**src/rtl/systolic_feeder_2x2.sv**
```systemverilog
// Operand sequencer for a 2x2 systolic array: stores A and B, then feeds them with diagonal skew.
// Optional build macro SYSTOLIC_FEEDER_AUTO_START_EN: a run starts on its own once all 8 elements are written.
module systolic_feeder_2x2 #(
    parameter int WIDTH        = 8,
    parameter int DRAIN_CYCLES = 2
) (
    input  logic             clk_i,
    input  logic             rst_ni,
    input  logic             load_valid_i,
    output logic             load_ready_o,
    input  logic             load_sel_i,
    input  logic [1:0]       load_addr_i,
    input  logic [WIDTH-1:0] load_data_i,
    input  logic             start_i,
    output logic             busy_o,
    output logic             done_o,
    output logic             acc_clear_o,
    output logic [WIDTH-1:0] a_data0_o,
    output logic [WIDTH-1:0] a_data1_o,
    output logic [WIDTH-1:0] b_data0_o,
    output logic [WIDTH-1:0] b_data1_o,
    output logic             valid_out_o
);

    typedef enum logic [2:0] {
        S_IDLE  = 3'd0,
        S_CLEAR = 3'd1,
        S_FEED  = 3'd2,
        S_DRAIN = 3'd3,
        S_DONE  = 3'd4
    } state_e;

    localparam logic [3:0] DRAIN_LAST = 4'(DRAIN_CYCLES - 1);

    state_e           state_q;
    logic [1:0]       beat_q;
    logic [3:0]       drain_q;
    logic [WIDTH-1:0] a_mem_q [4];
    logic [WIDTH-1:0] b_mem_q [4];

    logic             busy_q;
    logic             done_q;
    logic             acc_clear_q;
    logic             valid_q;
    logic [WIDTH-1:0] a_data0_q;
    logic [WIDTH-1:0] a_data1_q;
    logic [WIDTH-1:0] b_data0_q;
    logic [WIDTH-1:0] b_data1_q;

    logic             idle_s;
    logic             auto_go_s;
    logic             run_go_s;
    logic             load_acc_s;
    logic [1:0]       next_beat_s;
    logic [WIDTH-1:0] a_data0_d;
    logic [WIDTH-1:0] a_data1_d;
    logic [WIDTH-1:0] b_data0_d;
    logic [WIDTH-1:0] b_data1_d;

    assign idle_s       = (state_q == S_IDLE);
    assign run_go_s     = idle_s && (start_i || auto_go_s);
    assign load_ready_o = idle_s && !start_i && !auto_go_s;
    assign load_acc_s   = load_valid_i && load_ready_o;

`ifdef SYSTOLIC_FEEDER_AUTO_START_EN
    logic [7:0] mask_q;

    assign auto_go_s = (mask_q == 8'hFF);

    // Written-element mask: one bit per {sel, addr}, emptied when a run begins.
    always_ff @(posedge clk_i or negedge rst_ni) begin
        if (!rst_ni) begin
            mask_q <= 8'h00;
        end else if (run_go_s) begin
            mask_q <= 8'h00;
        end else if (load_acc_s) begin
            mask_q[{load_sel_i, load_addr_i}] <= 1'b1;
        end else begin
            mask_q <= mask_q;
        end
    end
`else
    assign auto_go_s = 1'b0;
`endif

    // Operand storage; elements persist across runs until rewritten or reset.
    always_ff @(posedge clk_i or negedge rst_ni) begin
        if (!rst_ni) begin
            for (int i = 0; i < 4; i++) begin
                a_mem_q[i] <= '0;
                b_mem_q[i] <= '0;
            end
        end else if (load_acc_s) begin
            if (load_sel_i) begin
                b_mem_q[load_addr_i] <= load_data_i;
            end else begin
                a_mem_q[load_addr_i] <= load_data_i;
            end
        end else begin
            for (int i = 0; i < 4; i++) begin
                a_mem_q[i] <= a_mem_q[i];
                b_mem_q[i] <= b_mem_q[i];
            end
        end
    end

    // Skewed operands for the beat about to be presented; row/column 1 lag by one beat.
    always_comb begin
        a_data0_d   = '0;
        a_data1_d   = '0;
        b_data0_d   = '0;
        b_data1_d   = '0;
        next_beat_s = (state_q == S_CLEAR) ? 2'd0 : (beat_q + 2'd1);
        if (next_beat_s < 2'd2) begin
            a_data0_d = a_mem_q[{1'b0, next_beat_s[0]}];
            b_data0_d = b_mem_q[{next_beat_s[0], 1'b0}];
        end else begin
            a_data0_d = '0;
            b_data0_d = '0;
        end
        if ((next_beat_s == 2'd1) || (next_beat_s == 2'd2)) begin
            a_data1_d = a_mem_q[{1'b1, next_beat_s[1]}];
            b_data1_d = b_mem_q[{next_beat_s[1], 1'b1}];
        end else begin
            a_data1_d = '0;
            b_data1_d = '0;
        end
    end

    // Run sequencer; outputs are loaded on the edge that enters the state they describe.
    always_ff @(posedge clk_i or negedge rst_ni) begin
        if (!rst_ni) begin
            state_q     <= S_IDLE;
            beat_q      <= 2'd0;
            drain_q     <= 4'd0;
            busy_q      <= 1'b0;
            done_q      <= 1'b0;
            acc_clear_q <= 1'b0;
            valid_q     <= 1'b0;
            a_data0_q   <= '0;
            a_data1_q   <= '0;
            b_data0_q   <= '0;
            b_data1_q   <= '0;
        end else begin
            case (state_q)
                S_IDLE: begin
                    if (run_go_s) begin
                        state_q     <= S_CLEAR;
                        acc_clear_q <= 1'b1;
                        busy_q      <= 1'b1;
                    end else begin
                        state_q <= S_IDLE;
                    end
                end
                S_CLEAR: begin
                    state_q     <= S_FEED;
                    acc_clear_q <= 1'b0;
                    beat_q      <= 2'd0;
                    valid_q     <= 1'b1;
                    a_data0_q   <= a_data0_d;
                    a_data1_q   <= a_data1_d;
                    b_data0_q   <= b_data0_d;
                    b_data1_q   <= b_data1_d;
                end
                S_FEED: begin
                    if (beat_q == 2'd2) begin
                        state_q   <= S_DRAIN;
                        drain_q   <= 4'd0;
                        valid_q   <= 1'b0;
                        a_data0_q <= '0;
                        a_data1_q <= '0;
                        b_data0_q <= '0;
                        b_data1_q <= '0;
                    end else begin
                        beat_q    <= next_beat_s;
                        a_data0_q <= a_data0_d;
                        a_data1_q <= a_data1_d;
                        b_data0_q <= b_data0_d;
                        b_data1_q <= b_data1_d;
                    end
                end
                S_DRAIN: begin
                    if (drain_q == DRAIN_LAST) begin
                        state_q <= S_DONE;
                        busy_q  <= 1'b0;
                        done_q  <= 1'b1;
                    end else begin
                        drain_q <= drain_q + 4'd1;
                    end
                end
                S_DONE: begin
                    state_q <= S_IDLE;
                    done_q  <= 1'b0;
                end
                default: begin
                    state_q     <= S_IDLE;
                    busy_q      <= 1'b0;
                    done_q      <= 1'b0;
                    acc_clear_q <= 1'b0;
                    valid_q     <= 1'b0;
                    a_data0_q   <= '0;
                    a_data1_q   <= '0;
                    b_data0_q   <= '0;
                    b_data1_q   <= '0;
                end
            endcase
        end
    end

    assign busy_o      = busy_q;
    assign done_o      = done_q;
    assign acc_clear_o = acc_clear_q;
    assign valid_out_o = valid_q;
    assign a_data0_o   = a_data0_q;
    assign a_data1_o   = a_data1_q;
    assign b_data0_o   = b_data0_q;
    assign b_data1_o   = b_data1_q;

endmodule

```
**config.mk**
```make
export PLATFORM = sky130hd
export DESIGN_NAME = systolic_feeder_2x2
export DESIGN_NICKNAME = d
export VERILOG_FILES = /design/src/rtl/systolic_feeder_2x2.sv
export SDC_FILE = /design/constraint.sdc
export NUM_CORES = 1
export LEC_CHECK = 0
export CAP_MARGIN = 20
export CORE_ASPECT_RATIO = 1.4
export CORE_UTILIZATION = 40
export DETAILED_ROUTE_END_ITERATION = 10
export PLACE_DENSITY = 0.6
export RECOVER_POWER = 100
export SLEW_MARGIN = 5
export SYNTH_ARGS = -nofsm -noshare
export SYNTH_HDL_FRONTEND = slang
export SYNTH_SLANG_ARGS = --single-unit
```
**constraint.sdc**
```tcl
create_clock -name clk_i -period 3.12 [get_ports clk_i]
set_input_delay 0.624 -clock clk_i [delete_from_list [all_inputs] [get_ports clk_i]]
set_output_delay 0.624 -clock clk_i [all_outputs]
set_load 0.01 [all_outputs]
```
==> qor.txt, run 1 <==
==========================================================================================
Run status .................................................................. complete, no violations
Num rows ....................................................................           46
Area of all sequential standard cells .......................................  0.00273 mm2
Layout cell share with drive strength beyond 1 ..............................        20.6%
Core box area ...............................................................   0.0114 mm2
Vias post-DR ................................................................         3019
Pleak .......................................................................      2.71 nW
Initial Util ................................................................        41.1%
Largest stage delay, worst path .............................................       630 ps
First-pass GRT wire length ..................................................      16.3 mm
Post-detailed-route count of antenna-violating nets .........................            0
TritonCTS clock tree ........................................................         done
Clock skew ..................................................................      8.96 ps
Standard cell with the maximum stage delay on the critical path ............. sky130_fd_sc_hd__dlygate4sd3_1
Via/cell ratio ..............................................................         5.29
Worst hold stages ...........................................................            2
Filler-free cell count of the finished design ...............................          571
Startpoint Class ............................................................    input pin
Area occupied by multi-input gates ..........................................  0.00182 mm2
Aggregate routed wire length ................................................      9.97 mm
Violation count after the first detailed-route iteration ....................          129
Hold violation total from the final report ..................................            0
First drt pass iteration count ..............................................            4
Count of hold-fix buffers inserted at cts ...................................            0
Post-CTS Setup Repair Bufs ..................................................            0
Multiplexer share of the synthesized area ...................................        22.4%
Crit Path Class .............................................................       in2out
Number of remaining DRC errors ..............................................            0
Minimum clock period ........................................................      2680 ps
Layout area overhead ........................................................        19.2%
Worst Setup Slack post-DPL ..................................................       582 ps
Worst r2r dst ............................................................... b_data1_o[6]$_DFFE_PN0P_
Number of storage elements in the synthesis netlist .........................          109
PwrDens .....................................................................   950 mW/mm2
Setup ws final ..............................................................       443 ps
Antenna diode instance count ................................................            0
Arrival time worst endpoint .................................................      2050 ps
Sum of internal, switching and leakage power ................................    0.00531 W
Via count of the first global-routing pass ..................................         3051
Cells resized by post-CTS repair ............................................            0
Predominant post-synthesis flop cell ........................................ sky130_fd_sc_hd__dfrtp_1
Area enclosed by the die boundary ...........................................   0.0122 mm2
Main combinational cell family by area after synthesis ...................... multiplexers
Count of max-cap constraint violations ......................................            0
R2r startpoint .............................................................. state_q[1]$_DFFE_PN0P_
Final layout net count ......................................................          440
Synthesized instance count ..................................................          366
Max H-tree Level ............................................................            3
Yosys cell types ............................................................           37
Filler Cells Inserted .......................................................         1055
Die height ..................................................................       130 um
Share of synthesized cell area in full adder, half adder and majority cells .       0.801%
Register clock-pin slew on the reported worst setup and hold paths ..........        80 ps
Worst setup EP type .........................................................  output port
Area fraction in compound gates after synthesis .............................        6.65%
Post-Synthesis Cell Area ....................................................  0.00469 mm2
Largest net degree at the start of global routing ...........................           60
Ratio of final minimum period to clock period ...............................        85.8%
Final HPWL DP ...............................................................      6.61 mm
Per-instance average area after synthesis ...................................     12.8 um2
Unrepaired setup endpoints after global routing .............................           no
Sinks on the clock net ......................................................          109
Tot GR Track Use ............................................................        18.1%
Average wire length per cell after detail routing ...........................      17.5 um
Startpoint of the worst hold path ........................................... b_data1_o[4]$_DFFE_PN0P_
Xor and xnor area share after synthesis .....................................       0.187%
Worst slew margin relative to its limit .....................................       0.935%
Largest buffer count on any clock path ......................................            2
Reg2Reg Setup Slack .........................................................       680 ps
Cts bufs inserted ...........................................................            9
Number of nets in the synthesized netlist ...................................          384
Max-slew violations .........................................................            0
Most common library cell in the layout ignoring fill and taps ............... sky130_fd_sc_hd__dfrtp_1
Share of the yosys chip area belonging to registers .........................        58.2%
Ys async rst share ..........................................................         100%
Count of warnings emitted by yosys ..........................................            0
Initial antenna violation count .............................................            0
Critical path cell sequence ................................................. dlygate4sd3_1 -> nor4_1 -> dlygate4sd3_1
Clock Latency Late Sink .....................................................       350 ps
Most frequent cells in the layout ........................................... sky130_fd_sc_hd__dfrtp_1, sky130_fd_sc_hd__mux2_2, sky130_fd_sc_hd__nand2_1
Global-route congestion overflow total ......................................            0
Placed insts ................................................................          555
Post-synth EDFFs ............................................................            0
Required time at the endpoint of the critical path ..........................      2500 ps
Setup violations, final .....................................................            0
Maximum fanout along the worst path .........................................            5
Worst min path class ........................................................      reg2reg
Max Clk Rate ................................................................      374 MHz
Die Width ...................................................................      93.5 um
Cell repeated most along the worst path ..................................... sky130_fd_sc_hd__dlygate4sd3_1
CTS Root Cell ............................................................... sky130_fd_sc_hd__clkbuf_16
Port buffer count ...........................................................           51
Num ports ...................................................................           52
Total negative slack ........................................................         0 ps
Area fraction in and, or, nand and nor cells after synthesis ................        9.72%
Worst supply voltage drop on vdd ............................................     0.558 mV
Worst-margin pin slew .......................................................      1490 ps
End point of the most critical hold path .................................... b_data1_o[4]$_DFFE_PN0P_
Number of cells traversed by the worst register-to-register path ............            6
Routability congestion estimate from global placement .......................        0.776
==========================================================================================
-- layer usage --
layer / GRT usage, % / wire [um]
met5: 0 / 0
met4: 6.24 / 152
met3: 3.85 / 299
met2: 31.2 / 5070
met1: 22.4 / 4450
-- logic make-up (layout without fill, tap and decap cells) --
kind of cell	Yosys count	count (layout)
simple gates	82	82
buf+inv	19	80
flops	109	109
xor+xnor	1	1
compound gates	55	55
fa+ha+maj	3	3
mux	97	97
-- flip-flops by register name, summed over array words and instances (netlist names) --
| signal | flops |
|---|---|
| a_data0_o | 8 |
| b_data1_o | 8 |
| valid_out_o | 1 |
| b_data0_o | 8 |
| state_q | 3 |
| a_mem_q | 32 |
| done_o | 1 |
| acc_clear_o | 1 |
| beat_q | 2 |
| b_mem_q | 32 |
| drain_q | 4 |
| a_data1_o | 8 |
| busy_o | 1 |
-- worst max path at each step --
stage	startpoint	to	slack, ps	cells after the start
global placement	start_i	load_ready_o	590	3
CTS	state_q[0]$_DFFE_PN0P_	load_ready_o	580	2
floorplan	load_addr_i[0]	a_mem_q[24]$_DFFE_PN0P_	1300	4
detailed placement	start_i	load_ready_o	580	3
global route	start_i	load_ready_o	400	3
finish	start_i	load_ready_o	440	3
-- synthesized netlist by cell type, types with 2 or more instances --
master                       n  area [um2]
sky130_fd_sc_hd__nor3_1      5        25.0
sky130_fd_sc_hd__nand4_2     2        25.0
sky130_fd_sc_hd__buf_2       4        20.0
sky130_fd_sc_hd__nor2_2      2        12.5
sky130_fd_sc_hd__mux2i_1    33         330
sky130_fd_sc_hd__and3_1      2        12.5
sky130_fd_sc_hd__inv_1       4        15.0
sky130_fd_sc_hd__nor2b_1     3        18.8
sky130_fd_sc_hd__nor2_1      6        22.5
sky130_fd_sc_hd__dfrtp_1   109        2730
sky130_fd_sc_hd__clkbuf_1    7        26.3
sky130_fd_sc_hd__o21ai_0    36         180
sky130_fd_sc_hd__nand3_1     4        20.0
sky130_fd_sc_hd__a22o_1      4        35.0
sky130_fd_sc_hd__nand3_2     4        40.0
sky130_fd_sc_hd__nand2b_1    5        31.3
sky130_fd_sc_hd__buf_6       2        22.5
sky130_fd_sc_hd__mux2_2     64         721
sky130_fd_sc_hd__nor4_1      2        12.5
sky130_fd_sc_hd__nand2_2     2        12.5
sky130_fd_sc_hd__ha_1        3        37.5
sky130_fd_sc_hd__nand2_1    40         150
sky130_fd_sc_hd__a21oi_1     4        20.0
sky130_fd_sc_hd__o21ai_1     3        15.0
sky130_fd_sc_hd__a21o_1      4        30.0
-- power by group --
group	switching [W]	total, W	internal [W]	leakage, nW
sequential	0.000340	0.00226	0.00192	1.46
combinational	0.00100	0.00194	0.000940	1.12
clock	0.000515	0.00111	0.000591	0.140
-- worst max-delay path, delay by kind of cell --
family	cells	cell delay, ps
buf+inv	2	1250
simple gates	1	170
-- cell type report --
cell class                      count  share of cell area (%)
Tap cell                          144                    3.23
Timing Repair Buffer               60                    9.92
Inverter                            4                   0.269
Clock inverter                      4                   0.538
Multi-Input combinational cell    238                    32.6
Sequential cell                   109                    48.8
Clock buffer                       12                    4.59
-- metrics by stage --
stage	utilization, %	hold WS, ps	area [um2]
2_1_floorplan	-	328	4690
3_3_place_gp	47.1	468	5360
3_5_place_dp	47.1	475	5360
4_1_cts	49.6	376	5650
5_1_grt	49.0	508	5590
6_report	49.0	476	5590
(Power assumes the default switching activity.)
==> run 2: changes to the inputs <==
--- a/config.mk
+++ b/config.mk
@@ -5,12 +5,12 @@
 export SDC_FILE = /design/constraint.sdc
 export NUM_CORES = 1
 export LEC_CHECK = 0
-export CAP_MARGIN = 20
+export CAP_MARGIN = 25
 export CORE_ASPECT_RATIO = 1.4
 export CORE_UTILIZATION = 40
 export DETAILED_ROUTE_END_ITERATION = 10
 export PLACE_DENSITY = 0.6
-export RECOVER_POWER = 100
+export RECOVER_POWER = 25
 export SLEW_MARGIN = 5
 export SYNTH_ARGS = -nofsm -noshare
 export SYNTH_HDL_FRONTEND = slang
==> qor.txt, run 2 (synthesis results as in run 1) <==
=================================================================================
Filler Cells Inserted ..............................................         1044   -1.0%
Required time at the endpoint of the critical path .................      2500 ps   about the same
Post-CTS Setup Repair Bufs .........................................            0   unchanged
Final layout net count .............................................          440   unchanged
Initial Util .......................................................        41.1%   unchanged
Largest net degree at the start of global routing ..................           60   unchanged
Largest buffer count on any clock path .............................            2   unchanged
Register clock-pin slew on the reported worst setup and hold paths .        70 ps   about the same
Aggregate routed wire length .......................................      9.98 mm   about the same
Pleak ..............................................................      2.65 nW   -2.2%
Clock Latency Late Sink ............................................       350 ps   about the same
Placed insts .......................................................          555   unchanged
Num rows ...........................................................           46   unchanged
Cell repeated most along the worst path ............................ sky130_fd_sc_hd__clkdlybuf4s50_1
First drt pass iteration count .....................................            4   unchanged
Initial antenna violation count ....................................            0   unchanged
Crit Path Class ....................................................       in2out
Critical path cell sequence ........................................ clkdlybuf4s50_1 -> nor4_1 -> clkdlybuf4s50_1
Core box area ......................................................   0.0114 mm2   unchanged
Worst-margin pin slew ..............................................      1490 ps   +1.61 ps
Port buffer count ..................................................           51   unchanged
Violation count after the first detailed-route iteration ...........          114   -12%
Ratio of final minimum period to clock period ......................        81.2%   -4.5 points
Filler-free cell count of the finished design ......................          571   unchanged
Via count of the first global-routing pass .........................         3051   unchanged
Worst supply voltage drop on vdd ...................................     0.572 mV   +2.5%
Tot GR Track Use ...................................................        18.1%   unchanged
Total negative slack ...............................................         0 ps   unchanged
Arrival time worst endpoint ........................................      1910 ps   -140 ps
Max Clk Rate .......................................................      394 MHz   +5.6%
Layout cell share with drive strength beyond 1 .....................        23.7%   +3.0 points
PwrDens ............................................................   960 mW/mm2   +1.1%
Minimum clock period ...............................................      2530 ps   -142 ps
Run status ......................................................... complete, no violations
Via/cell ratio .....................................................         5.29   about the same
Setup violations, final ............................................            0   unchanged
Largest stage delay, worst path ....................................       580 ps   -50 ps
Most frequent cells in the layout .................................. sky130_fd_sc_hd__dfrtp_1, sky130_fd_sc_hd__mux2_2, sky130_fd_sc_hd__clkdlybuf4s50_1
Maximum fanout along the worst path ................................            5   unchanged
Final HPWL DP ......................................................      6.61 mm   unchanged
Die Width ..........................................................      93.5 um   unchanged
Startpoint Class ...................................................    input pin
Post-detailed-route count of antenna-violating nets ................            0   unchanged
Max-slew violations ................................................            0   unchanged
Largest registers .................................................. a_mem_q (32), b_mem_q (32)
Num ports ..........................................................           52   unchanged
Antenna diode instance count .......................................            0   unchanged
CTS Root Cell ...................................................... sky130_fd_sc_hd__clkbuf_16
Sinks on the clock net .............................................          109   unchanged
First-pass GRT wire length .........................................      16.3 mm   unchanged
Worst slew margin relative to its limit ............................       0.828%   -0.11 points
Cells resized by post-CTS repair ...................................            0   unchanged
Die height .........................................................       130 um   unchanged
Vias post-DR .......................................................         3018   -0.033%
Number of remaining DRC errors .....................................            0   unchanged
Worst min path class ...............................................      reg2reg
Hold violation total from the final report .........................            0   unchanged
Average wire length per cell after detail routing ..................      17.5 um   about the same
Max H-tree Level ...................................................            3   unchanged
Cts bufs inserted ..................................................            9   unchanged
Count of hold-fix buffers inserted at cts ..........................            0   unchanged
Layout area overhead ...............................................        20.4%
Count of max-cap constraint violations .............................            0   unchanged
Clock skew .........................................................      8.40 ps   -0.559 ps
Global-route congestion overflow total .............................            0   unchanged
Worst path buffer plus inverter count ..............................            2   unchanged
Unrepaired setup endpoints after global routing ....................           no
Area enclosed by the die boundary ..................................   0.0122 mm2   unchanged
Cell family with most CP delay ..................................... buffers and inverters
Standard cell with the maximum stage delay on the critical path .... sky130_fd_sc_hd__clkdlybuf4s50_1
Most common library cell in the layout ignoring fill and taps ...... sky130_fd_sc_hd__dfrtp_1
Worst setup EP type ................................................  output port
TritonCTS clock tree ...............................................         done
Routability congestion estimate from global placement ..............        0.776   unchanged
=================================================================================
==> run 2: cell types whose count changed in the layout (fill, tap and decap cells not counted), moves of 4 or more <==
| cell | before | now |
|---|---|---|
| sky130_fd_sc_hd__nand3_2 | 0 | 4 |
| sky130_fd_sc_hd__clkdlybuf4s50_1 | 11 | 50 |
| sky130_fd_sc_hd__clkbuf_1 | 6 | 2 |
| sky130_fd_sc_hd__dlygate4sd3_1 | 39 | 0 |
| sky130_fd_sc_hd__nand3_1 | 8 | 4 |
| sky130_fd_sc_hd__buf_4 | 4 | 8 |
==> run 2: final timing paths <==
path	start	end	slack [ps]	cells after the start
max	start_i	load_ready_o	590	3
min reg2reg	b_data1_o[4]$_DFFE_PN0P_	b_data1_o[4]$_DFFE_PN0P_	480	2
min	b_data1_o[4]$_DFFE_PN0P_	b_data1_o[4]$_DFFE_PN0P_	480	2
max reg2reg	beat_q[0]$_DFFE_PN0P_	a_data1_o[4]$_DFFE_PN0P_	1080	5
max in group asynchronous	rst_ni	a_mem_q[17]$_DFFE_PN0P_	1120	2
min in group asynchronous	rst_ni	drain_q[1]$_DFFE_PN0P_	630	1
==> run 2: cell type report <==
cell class,instances,area [um2],share of cell area [%]
clock buffer,12,256,4.55
multi-input combinational,238,1860,33.0
clock inverter,4,30.0,0.532
tap,144,180,3.19
inverter,4,15.0,0.266
sequential,109,2730,48.3
timing repair buffer,60,569,10.1
==> run 2: worst reg2reg max path: stages, from the launching register on <==
cell and delay [ps]:
sky130_fd_sc_hd__dfrtp_1 440, sky130_fd_sc_hd__inv_1 90, sky130_fd_sc_hd__ha_1 380, sky130_fd_sc_hd__xor2_1 170, sky130_fd_sc_hd__nand3_1 510, sky130_fd_sc_hd__o21ai_0 380
==> run 2: through the flow <==
stage                     util [%]  instance area [um2]  setup slack (ps)  hold slack [ps]  power [W]
after floorplan                  -                 4690              1300              328    0.00353
after global placement        47.1                 5360               587              468    0.00430
after detailed placement      47.1                 5360               582              475    0.00438
after CTS                     49.6                 5650               579              376    0.00549
after global routing          49.5                 5640               523              514    0.00580
final                         49.5                 5640               585              480    0.00542
==> run 2: layer usage <==
layer | vias to the layer above | wire length [um] | GRT usage, %
met2 | 41 | 5120 | 31.2
met4 | 0 | 144 | 6.24
met5 | - | 0 | 0
met1 | 1555 | 4450 | 22.4
met3 | 11 | 271 | 3.85
li1 | 1411 | - | -
==> run 2: report_power, final <==
part           switching (W)  total (W)  leakage (nW)  internal [W]
Combinational        0.00102    0.00205          1.06       0.00103
Clock               0.000512    0.00110         0.140      0.000591
Sequential          0.000351    0.00227          1.46       0.00192
Total                0.00188    0.00542          2.65       0.00354
==> run 3: changes to the inputs <==
==> constraint.sdc (replaced) <==
create_clock -name clk_i -period 2.4 [get_ports clk_i]
set_input_delay 0.48 -clock clk_i [delete_from_list [all_inputs] [get_ports clk_i]]
set_output_delay 0.48 -clock clk_i [all_outputs]
set_load 0.01 [all_outputs]
==> qor.txt, run 3 (synthesis results as in run 1) <==
=================================================================================
Proportion of total power due to net switching .....................        33.9%   -0.80 points
Cell family with most CP delay ..................................... buffers and inverters
Total negative slack ...............................................         0 ps   unchanged
Core box area ......................................................   0.0114 mm2   unchanged
Port buffer count ..................................................           51   unchanged
Startpoint Class ...................................................    input pin
Minimum clock period ...............................................      2270 ps
Max-slew violations ................................................            0   unchanged
Initial Util .......................................................        41.1%   unchanged
Area enclosed by the die boundary ..................................   0.0122 mm2   unchanged
Count of max-cap constraint violations .............................            0   unchanged
Crit Path Class ....................................................       in2out
Post-CTS Setup Repair Bufs .........................................            0   unchanged
Required time at the endpoint of the critical path .................      1920 ps   -580 ps
Max Clk Rate .......................................................      440 MHz
Run status ......................................................... complete, no violations
Ratio of final minimum period to clock period ......................        94.7%
Die height .........................................................       130 um   unchanged
Critical path cell sequence ........................................ clkdlybuf4s50_1 -> nor4_1 -> clkdlybuf4s50_1
Hold violation total from the final report .........................            0   unchanged
Aggregate routed wire length .......................................      10.0 mm   +0.35%
Die Width ..........................................................      93.5 um   unchanged
PwrDens ............................................................  1250 mW/mm2   +31%
Combinational share of power .......................................        39.2%   +1.4 points
Via/cell ratio .....................................................         5.29   about the same
Largest buffer count on any clock path .............................            2   unchanged
Clock Latency Late Sink ............................................       340 ps   about the same
Most common library cell in the layout ignoring fill and taps ...... sky130_fd_sc_hd__dfrtp_1
Num rows ...........................................................           46   unchanged
Routability congestion estimate from global placement ..............        0.759   -2.1%
Worst setup EP type ................................................  output port
Setup ws final .....................................................       127 ps   -458 ps
Cell repeated most along the worst path ............................ sky130_fd_sc_hd__clkdlybuf4s50_1
Filler Cells Inserted ..............................................         1040   -0.38%
Antenna diode instance count .......................................            0   unchanged
CTS Root Cell ...................................................... sky130_fd_sc_hd__clkbuf_16
First drt pass iteration count .....................................            4   unchanged
Max H-tree Level ...................................................            3   unchanged
Final HPWL DP ......................................................      6.88 mm   +4.1%
Register clock-pin slew on the reported worst setup and hold paths .        70 ps   about the same
Post-detailed-route count of antenna-violating nets ................            0   unchanged
Global-route congestion overflow total .............................            0   unchanged
Reg2Reg Setup Slack ................................................       520 ps   -560 ps
Num ports ..........................................................           52   unchanged
Pleak ..............................................................      2.68 nW   +1.3%
Initial antenna violation count ....................................            0   unchanged
Vias post-DR .......................................................         3045   +0.89%
Largest net degree at the start of global routing ..................           48   -20%
Sinks on the clock net .............................................          109   unchanged
Standard cell with the maximum stage delay on the critical path .... sky130_fd_sc_hd__clkdlybuf4s50_1
Worst min path class ...............................................     in2async
Arrival time worst endpoint ........................................      1790 ps   -120 ps
Via count of the first global-routing pass .........................         3185   +4.4%
R2r startpoint ..................................................... state_q[0]$_DFFE_PN0P_
Tot GR Track Use ...................................................        18.3%   +0.26 points
Largest registers .................................................. a_mem_q (32), b_mem_q (32)
Worst slew margin relative to its limit ............................        16.9%   +16 points
Area occupied by multi-input gates .................................  0.00186 mm2   unchanged
Area of all sequential standard cells ..............................  0.00273 mm2   about the same
Final layout net count .............................................          445   +1.1%
Sequential power share .............................................        40.3%   -1.5 points
Worst Setup Slack post-DPL .........................................      92.9 ps   -489 ps
Number of remaining DRC errors .....................................            0   unchanged
Unrepaired setup endpoints after global routing ....................           no
Net Switching ......................................................    0.00242 W   +29%
Cts bufs inserted ..................................................            9   unchanged
First-pass GRT wire length .........................................      16.6 mm   +2.2%
Min Hold Slack .....................................................       398 ps   -81.4 ps
Internal Dissipation ...............................................    0.00473 W   +34%
Cells resized by post-CTS repair ...................................            0   unchanged
Portion of total power attributed to the clock network .............        20.6%   +0.2 points
Worst supply voltage drop on vdd ...................................     0.472 mV   -17%
Largest stage delay, worst path ....................................       580 ps   about the same
Most frequent cells in the layout .................................. sky130_fd_sc_hd__dfrtp_1, sky130_fd_sc_hd__mux2_2, sky130_fd_sc_hd__clkdlybuf4s50_1
Sum of internal, switching and leakage power .......................    0.00715 W   +32%
Count of hold-fix buffers inserted at cts ..........................            0   unchanged
Worst r2r dst ...................................................... a_data0_o[4]$_DFFE_PN0P_
Layout area overhead ...............................................        21.7%
Worst path buffer plus inverter count ..............................            2   unchanged
Number of cells traversed by the worst register-to-register path ...            6   +1
Setup violations, final ............................................            0   unchanged
TritonCTS clock tree ...............................................         done
Average wire length per cell after detail routing ..................      17.4 um   -0.52%
Worst-margin pin slew ..............................................      1250 ps   -242 ps
Clock skew .........................................................      6.52 ps   -1.89 ps
Layout cell share with drive strength beyond 1 .....................        24.5%   +0.88 points
Violation count after the first detailed-route iteration ...........          108   -5.3%
Maximum fanout along the worst path ................................            5   unchanged
=================================================================================
-- run 3: cell type report --
class                   instances  area share [%]
well taps                     144            3.16
flip-flops and latches        109            47.8
repair buffers                 65            10.9
clock buffers                  13            4.39
multi-input cells             238            32.7
clock inverters                 3           0.768
inverters                       4           0.263
-- run 3: worst max path at each step --
stage          slack, ps  cells after the start              startpoint                        to
3_3_place_gp         110                      5                 start_i   b_mem_q[16]$_DFFE_PN0P_
3_5_place_dp          90                      4                 start_i    a_mem_q[5]$_DFFE_PN0P_
2_1_floorplan        670                      6   beat_q[0]$_DFFE_PN0P_  a_data1_o[3]$_DFFE_PN0P_
5_1_grt               30                      3                 start_i              load_ready_o
6_report             130                      3                 start_i              load_ready_o
4_1_cts               60                      2  state_q[2]$_DFFE_PN0P_              load_ready_o
-- run 3: metal layers --
metal / routed length, um / global-route usage (%)
met1: 4460 / 22.8
met2: 5070 / 31.5
met3: 292 / 3.55
met4: 188 / 6.97
met5: 0 / 0
-- run 3: power groups by stage --
stage / Clock, W / Combinational [W] / Sequential (W)
floorplan: 0 / 0.00164 / 0.00294
global placement: 0 / 0.00279 / 0.00288
detailed placement: 0 / 0.00285 / 0.00292
CTS: 0.00151 / 0.00286 / 0.00288
global route: 0.00158 / 0.00309 / 0.00297
finish: 0.00147 / 0.00280 / 0.00288
-- run 3: through the flow --
| stage | cell area [um2] | cells | utilization (%) |
|---|---|---|---|
| CTS | 5720 | 576 | 50.2 |
| global placement | 5430 | 560 | 47.6 |
| finish | 5700 | 576 | 50.0 |
| detailed placement | 5430 | 560 | 47.6 |
| floorplan | 4690 | 366 | - |
| global route | 5700 | 576 | 50.0 |
